$ cat src/rtl/heap_sift_ctrl.sv
// Sift-down engine for an array-form binary min-heap stored in a dual-port RAM.
// Both children are fetched in one cycle (port A = left, port B = right); moves write back via port A.
module heap_sift_ctrl #(
    parameter int DATA_WIDTH = 32,
    parameter int ADDR_WIDTH = 5
) (
    input  logic                  clk,
    input  logic                  rst,
    input  logic                  start,
    input  logic [ADDR_WIDTH-1:0] start_idx,
    input  logic [ADDR_WIDTH:0]   heap_size,
    output logic                  busy,
    output logic                  done,
    output logic [ADDR_WIDTH-1:0] final_idx,
    output logic [ADDR_WIDTH-1:0] moves,
    output logic [ADDR_WIDTH-1:0] mem_addr_a,
    output logic                  mem_we_a,
    output logic [DATA_WIDTH-1:0] mem_data_a,
    input  logic [DATA_WIDTH-1:0] mem_q_a,
    output logic [ADDR_WIDTH-1:0] mem_addr_b,
    output logic                  mem_we_b,
    output logic [DATA_WIDTH-1:0] mem_data_b,
    input  logic [DATA_WIDTH-1:0] mem_q_b
);

    typedef enum logic [2:0] {
        IDLE, RD_ROOT, LD_ROOT, RD_KIDS, CMP, MOVE, FINAL, DONE
    } state_t;

    state_t                state;
    logic [ADDR_WIDTH-1:0] idx;
    logic [ADDR_WIDTH-1:0] child;
    logic [DATA_WIDTH-1:0] cur;
    logic [ADDR_WIDTH:0]   size;
    logic [ADDR_WIDTH-1:0] cnt;

    // Child indices carry one extra bit so 2*idx+1 never wraps before the size check.
    logic [ADDR_WIDTH:0]   l, r, cl, cr;
    logic                  take_r;
    logic [ADDR_WIDTH-1:0] c_idx;
    logic [DATA_WIDTH-1:0] c_key;

    assign mem_we_b   = 1'b0;
    assign mem_data_b = '0;

    always_comb begin
        l      = {idx, 1'b1};
        r      = l + 1'b1;
        cl     = {child, 1'b1};
        cr     = cl + 1'b1;
        take_r = (r < size) && (mem_q_b < mem_q_a);
        c_idx  = take_r ? r[ADDR_WIDTH-1:0] : l[ADDR_WIDTH-1:0];
        c_key  = take_r ? mem_q_b : mem_q_a;
    end

    // Bus outputs are loaded on the edge entering the state that owns them.
    always_ff @(posedge clk or posedge rst) begin
        if (rst) begin
            state      <= IDLE;
            idx        <= '0;
            child      <= '0;
            cur        <= '0;
            size       <= '0;
            cnt        <= '0;
            busy       <= 1'b0;
            done       <= 1'b0;
            final_idx  <= '0;
            moves      <= '0;
            mem_addr_a <= '0;
            mem_we_a   <= 1'b0;
            mem_data_a <= '0;
            mem_addr_b <= '0;
        end else begin
            case (state)
                IDLE: if (start) begin
                    idx  <= start_idx;
                    size <= heap_size;
                    cnt  <= '0;
                    busy <= 1'b1;
                    if ({1'b0, start_idx} >= heap_size) begin
                        state     <= DONE;
                        done      <= 1'b1;
                        final_idx <= start_idx;
                        moves     <= '0;
                    end else begin
                        state      <= RD_ROOT;
                        mem_addr_a <= start_idx;
                    end
                end
                RD_ROOT: state <= LD_ROOT;
                LD_ROOT: begin
                    cur <= mem_q_a;
                    if (l >= size) begin
                        state     <= DONE;
                        done      <= 1'b1;
                        final_idx <= idx;
                        moves     <= cnt;
                    end else begin
                        state      <= RD_KIDS;
                        mem_addr_a <= l[ADDR_WIDTH-1:0];
                        mem_addr_b <= r[ADDR_WIDTH-1:0];
                    end
                end
                RD_KIDS: state <= CMP;
                CMP: begin
                    mem_we_a   <= 1'b1;
                    mem_addr_a <= idx;
                    if (c_key < cur) begin
                        state      <= MOVE;
                        child      <= c_idx;
                        mem_data_a <= c_key;
                    end else begin
                        state      <= FINAL;
                        mem_data_a <= cur;
                    end
                end
                MOVE: begin
                    idx <= child;
                    cnt <= cnt + 1'b1;
                    if (cl >= size) begin
                        state      <= FINAL;
                        mem_we_a   <= 1'b1;
                        mem_addr_a <= child;
                        mem_data_a <= cur;
                    end else begin
                        state      <= RD_KIDS;
                        mem_we_a   <= 1'b0;
                        mem_addr_a <= cl[ADDR_WIDTH-1:0];
                        mem_addr_b <= cr[ADDR_WIDTH-1:0];
                    end
                end
                FINAL: begin
                    state     <= DONE;
                    mem_we_a  <= 1'b0;
                    done      <= 1'b1;
                    final_idx <= idx;
                    moves     <= cnt;
                end
                DONE: begin
                    state <= IDLE;
                    done  <= 1'b0;
                    busy  <= 1'b0;
                end
                default: state <= IDLE;
            endcase
        end
    end

endmodule

$ cat config.mk
export PLATFORM = sky130hd
export DESIGN_NAME = heap_sift_ctrl
export DESIGN_NICKNAME = d
export VERILOG_FILES = /design/src/rtl/heap_sift_ctrl.sv
export SDC_FILE = /design/constraint.sdc
export NUM_CORES = 1
export LEC_CHECK = 0
export ABC_CLOCK_PERIOD_IN_PS = 7600
export BUFFER_PORTS_ARGS = -buffer_cell sky130_fd_sc_hd__buf_2
export CAP_MARGIN = 20
export CORE_MARGIN = 4
export CORE_UTILIZATION = 25
export DETAILED_ROUTE_END_ITERATION = 10
export PLACE_DENSITY = 0.48
export SYNTH_ARGS = -nofsm -noshare
export SYNTH_HDL_FRONTEND = slang
export SYNTH_SLANG_ARGS = --single-unit
$ cat constraint.sdc
create_clock -name clk -period 7.6 [get_ports clk]
set_clock_uncertainty 0.05 [all_clocks]
set_input_delay 1.52 -clock clk [delete_from_list [all_inputs] [get_ports clk]]
set_output_delay 1.52 -clock clk [all_outputs]
set_load 0.01 [all_outputs]
# Word level (Yosys, flattened, before mapping)
# Index checks and enable logic that the tools add are counted.
dict set report totals {
  register_bits 111
  in_bits 78
  out_inout_bits 88
  elab_cells 95
}
dict set report classes {
  addsub 3
  magnitude_cmp 6
  eq_ne 14
  muxes 39
  reduce_logical 19
}
# operator count
set ops {}
lappend ops {{$mux W32} 3}
lappend ops {{$mux W5} 15}
lappend ops {{$lt A32 B32 Y1} 2}
lappend ops {{$pmux W32 S2} 1}
lappend ops {{$pmux W5 S2} 3}
lappend ops {{$pmux W5 S3} 2}
lappend ops {{$pmux W3 S8} 1}
lappend ops {{$pmux W5 S4} 1}
lappend ops {{$ne A2 B2 Y1 const B} 7}
lappend ops {{$eq A3 B3 Y1 const B} 4}
lappend ops {{$ge A6 B6 Y1} 2}
lappend ops {{$mux W3} 4}
lappend ops {{$reduce_and A4 Y1} 3}
lappend ops {{$add A5 B1 Y5 const B} 2}
lappend ops {{$reduce_and A2 Y1} 5}
lappend ops {{$reduce_bool A2 Y1} 4}
lappend ops {{$reduce_bool A4 Y1} 2}
lappend ops {{$add A6 B1 Y6 const B} 1}
lappend ops {{$eq A3 B2 Y1 const B} 2}
lappend ops {{$ge A5 B6 Y1} 1}
lappend ops {{$lt A6 B6 Y1} 1}
lappend ops {{$reduce_bool A3 Y1} 2}
lappend ops {{$mux W1} 5}
lappend ops {{$pmux W1 S4} 1}
lappend ops {{7 further kinds} 7}

# Logic depth before layout (Yosys ltp)
dict set report logic_depth {
  ltp_word 7
  mapped_depth 22
  depth_no_buf 17
}

# Worst setup path before layout
# No wires, ideal clock.
dict set report synth_path {
  path_type {input to register}
  from {input port mem_q_a[14]}
  to {register mem_data_a[10]}
  setup_time_ps 104
  t_arrival_ps 5626
  t_required_ps 7446
  setup_slack_ps 1820
  cell_stages 21
  path_buffers 4
  path_cell_list {inv_1 -> ha_1 -> nand4_1 -> or4_1 -> a211oi_2 -> o31ai_2 -> and3_1 -> buf_6 -> buf_8 -> mux2_4 -> ha_1 -> a2111oi_0 -> o21ai_0 -> a221oi_1 -> nand4_1 -> a41o_1 -> o21ai_2 -> buf_4 -> buf_2 -> nand4_1 -> o311ai_1}
}
dict set report synth_between {
  elab_chain_cells 6
}
# item line
set synth_lines {}
lappend synth_lines {{start: declaration} 19} ;# input logic [DATA_WIDTH-1:0] mem_q_a,
lappend synth_lines {{$lt A32 B32 Y1} 51} ;# take_r = (r < size) && (mem_q_b < mem_q_a);
lappend synth_lines {{$logic_and A1 B1 Y1} 51}
lappend synth_lines {{$mux W32 *} 53} ;# c_key = take_r ? mem_q_b : mem_q_a;
lappend synth_lines {{$lt A32 B32 Y1} 108} ;# if (c_key < cur) begin
lappend synth_lines {{$mux W32 *} 108}
lappend synth_lines {{$pmux W32 S2 *} 74} ;# case (state)
lappend synth_lines {{end signal: assignment} 111} ;# mem_data_a <= c_key;
lappend synth_lines {{end signal: assignment} 114} ;# mem_data_a <= cur;
lappend synth_lines {{end signal: assignment} 124} ;# mem_data_a <= cur;
lappend synth_lines {{end: declaration} 18} ;# output logic [DATA_WIDTH-1:0] mem_data_a,
# Mark *: on every way between the ends. The rest lies on a longest branch, timed or not.
# A chain may end at the register's enable or synchronous reset.

# Final worst setup path
dict set report layout_path {
  from {input port mem_q_a[15]}
  to {register child[3]}
}
dict set report layout_between {
  elab_chain_cells 5
  word_cells_on_any_way 6
  classes_between {2 x order compare; 2 x mux; 2 x reduce/logical}
}
# item line
set layout_lines {}
lappend layout_lines {{$lt A32 B32 Y1} 51}
lappend layout_lines {{$logic_and A1 B1 Y1} 51}
lappend layout_lines {{$mux W32} 53}
lappend layout_lines {{$lt A32 B32 Y1} 108}
lappend layout_lines {{$reduce_and A2 Y1 (no source line)} n/a}
lappend layout_lines {{end signal: assignment} 110} ;# child <= c_idx;
lappend layout_lines {{end: declaration} 32} ;# logic [ADDR_WIDTH-1:0] child;
# Several ways; a longest one is shown, not always the timed one.

==> flow_summary.yaml <==
sta:
  drv_slew: 0
  setup_slack_ns: 1.16
  whs_ns: 0.435
  rsz0062_at_grt: "no"
  hold_viol_final: 0
  min_period_ns: 6.44
  finalCritPeriodShare_pct: 84.8
  tns_ns: 0
  max_slew_margin_pct: 37.8
  finalSetupViolCount: 0
  tightest_slew_ns: 0.925
  timing.fmax_mhz: 155
yosys:
  synth_enable_flop_cells: 0
  synth_top_cell_by_area: "dfrtp_1"
  synth_most_common_cell: "nand2_1"
  synth_area_leaders: "dfrtp_1, ha_1, nand2_1, mux2_4, o21ai_0"
  avgSynthCellArea_um2: 9.21
  synth_top_area_share_pct: 35.5
  syn_inst: 842
  netlist_area_um2: 7760
  yosys_register_bits: 110
  synth_compound_area_share_pct: 17.7
  ys_async_sr_fraction_pct: 100
  synth_xor_area_share_pct: 1.13
  synth_seq_area_share_pct: 35.5
  ys.flop_type: "dfrtp_1"
  synth-simple-area-share_pct: 12.5
  ys_warn_count: 0
  synth_top_family_by_area: "compound AO/OA/AOI/OAI gates"
  yosysUniqueCellTypes: 59
  muxShareOfSynthArea_pct: 9.29
  synth_fa_ha_area_share_pct: 13.7
  synthTopCellsByCount: "nand2_1, dfrtp_1, ha_1, inv_1, o21ai_0"
clock_network:
  clk_path_buf_depth: 2
  cts_root_buffer: "clkbuf_16"
  htreeDepth: 3
  clock_latency_ns: 0.36
  cts_tree: "built"
  postCtsSetupRepairBufs: 0
  hold_buffers: 0
  cts_resized: 0
  cts_buffers: 9
  clk_pin_slew_ns: 0.08
  clock-sinks: 110
layout:
  antenna_cells: 0
  fill_cells: 3253
  multi_input_area_um2: 4360
  fin_area_um2: 8990
  area_delta_synth_final_pct: 15.9
  seqCellArea_um2: 2750
  stdcell_count: 1356
  drive_gt1_share_pct: 22.9
  nets: 1118
power_and_ir_drop:
  p_leak_nw: 4.39
  irDropWorstVdd_mv: 0.209
  p_per_area_nw_per_um2: 451
global_route:
  grt_overflow: 0
  grt.total_usage_pct: 13.9
  grt_pass1_vias: 6448
  grt_max_degree: 69
  grt_pass1_wl_um: 37200
  antenna_found_initial: 3
critical_path:
  crit_path_end_kind: "flop"
  path_class: "input port to flop"
  cp_max_fo: 38
  critPathRequiredTime_ns: 7.79
  arrival_ns: 6.64
  start_kind: "input port"
floorplan:
  dieArea_um2: 33900
  start_util_pct: 25.4
  die_h_um: 184
  rows: 64
  core_um2: 30600
  dieWidth_um: 184
  io_pins: 166
detailed_routing:
  drcViolationCount: 0
  drtPass1Iterations: 4
  routed_via_density: 4.69
  drt_first_iter_violations: 383
  wl_um: 23600
  wl_per_cell_um: 17.4
  vias: 6359
  antenna_left: 0
job:
  drv_cap: 0
run_status:
  status: "completed"
worst_hold_path:
  hold_path.class: "flop to flop"
place:
  placed_cells: 1340
  dpl_cell_area_um2: 8690
  portBuffers: 131
  dp_hpwl_um: 17800
  post-place-ws_ns: 0.730
  gp_congestion: 0.811
## path summary, 6_finish.rpt
| path | start | slack (ns) | cells past startpoint | to |
|---|---|---|---|---|
| hold / removal | mem_data_a[24] | 0.44 | 2 | mem_data_a[24] |
| min in group asynchronous | rst | 1.18 | 2 | mem_data_a[24] |
| hold reg to reg | mem_data_a[24] | 0.44 | 2 | mem_data_a[24] |
| setup reg to reg | idx[0] | 1.77 | 19 | child[3] |
| setup / recovery | mem_q_a[15] | 1.16 | 20 | child[3] |
| max in group asynchronous | rst | 4.96 | 3 | mem_data_a[8] |
## where the power goes
part	switching [W]	internal (W)
registers	0.000224	0.000872
logic	0.00149	0.000976
clock network	0.000255	0.000235
## critical path, stage by stage
cell and delay [ns]:
buf_2 0.10, inv_1 0.04, ha_1 0.30, nand4_1 0.16
or4_1 0.59, a211oi_2 0.25, o31ai_2 0.10, and3_2 0.32
buf_4 0.20, mux2_4 0.31, ha_1 0.29, a2111oi_0 0.37
o21ai_0 0.15, a221oi_1 0.40, nand4_1 0.14, a41o_1 0.23
o21ai_2 0.12, buf_4 0.46, nand2_1 0.25, mux2_2 0.33
## logic make-up after synthesis
| kind of cell | Yosys count |
|---|---|
| AND/OR/NAND/NOR | 212 |
| XOR/XNOR | 10 |
| flip-flops | 110 |
| AO/OA/AOI/OAI | 205 |
| buffers and inverters | 162 |
| multiplexers | 57 |
| other | 1 |
| adder cells (fa/ha/maj) | 85 |
## registers in the layout, indices dropped and copies added, names as in the netlist
name and cells:
busy 1, child 5, cnt 5, cur 32, done 1, final_idx 5
idx 5, mem_addr_a 5, mem_addr_b 4, mem_data_a 32, mem_we_a 1, moves 5
size 6, state 3
## cell usage in the layout (no fill, tap or decap), drive strengths merged, types with 4 or more instances in the layout
| cell | count |
|---|---|
| clkinv | 6 |
| mux2 | 48 |
| nor3 | 5 |
| a21oi | 31 |
| clkbuf | 9 |
| o21ai | 72 |
| mux2i | 9 |
| nand2 | 117 |
| buf | 144 |
| nand4 | 42 |
| a31oi | 4 |
| nor2 | 19 |
| a21o | 19 |
| o21a | 5 |
| a21boi | 4 |
| xnor2 | 6 |
| a211oi | 4 |
| ha | 85 |
| inv | 88 |
| conb | 34 |
| xor2 | 4 |
| nand3 | 15 |
| dfrtp | 110 |
| o311ai | 32 |
| a22o | 6 |
## metal layers
layer	share of wire, %	up-vias	global-route usage [%]
met1	47	3009	19.2
met5	0.17	-	0
met4	0.86	6	2.34
li1	-	3173	-
met3	4.3	20	2.61
met2	48	151	23.2
## final cells by class
class	count	area share, %
repair buffers	144	8.38
flip-flops and latches	110	30.6
multi-input cells	603	48.5
clock inverters	7	0.877
inverters	87	3.66
well taps	396	5.51
clock buffers	9	2.50
## through the flow
| stage | utilization (%) | total power, W |
|---|---|---|
| floorplan | - | 0.00285 |
| global placement | 28.4 | 0.00358 |
| detailed placement | 28.4 | 0.00360 |
| CTS | 29.4 | 0.00412 |
| global route | 29.4 | 0.00445 |
| finish | 29.4 | 0.00405 |
Power figures use the tool's default switching activity.
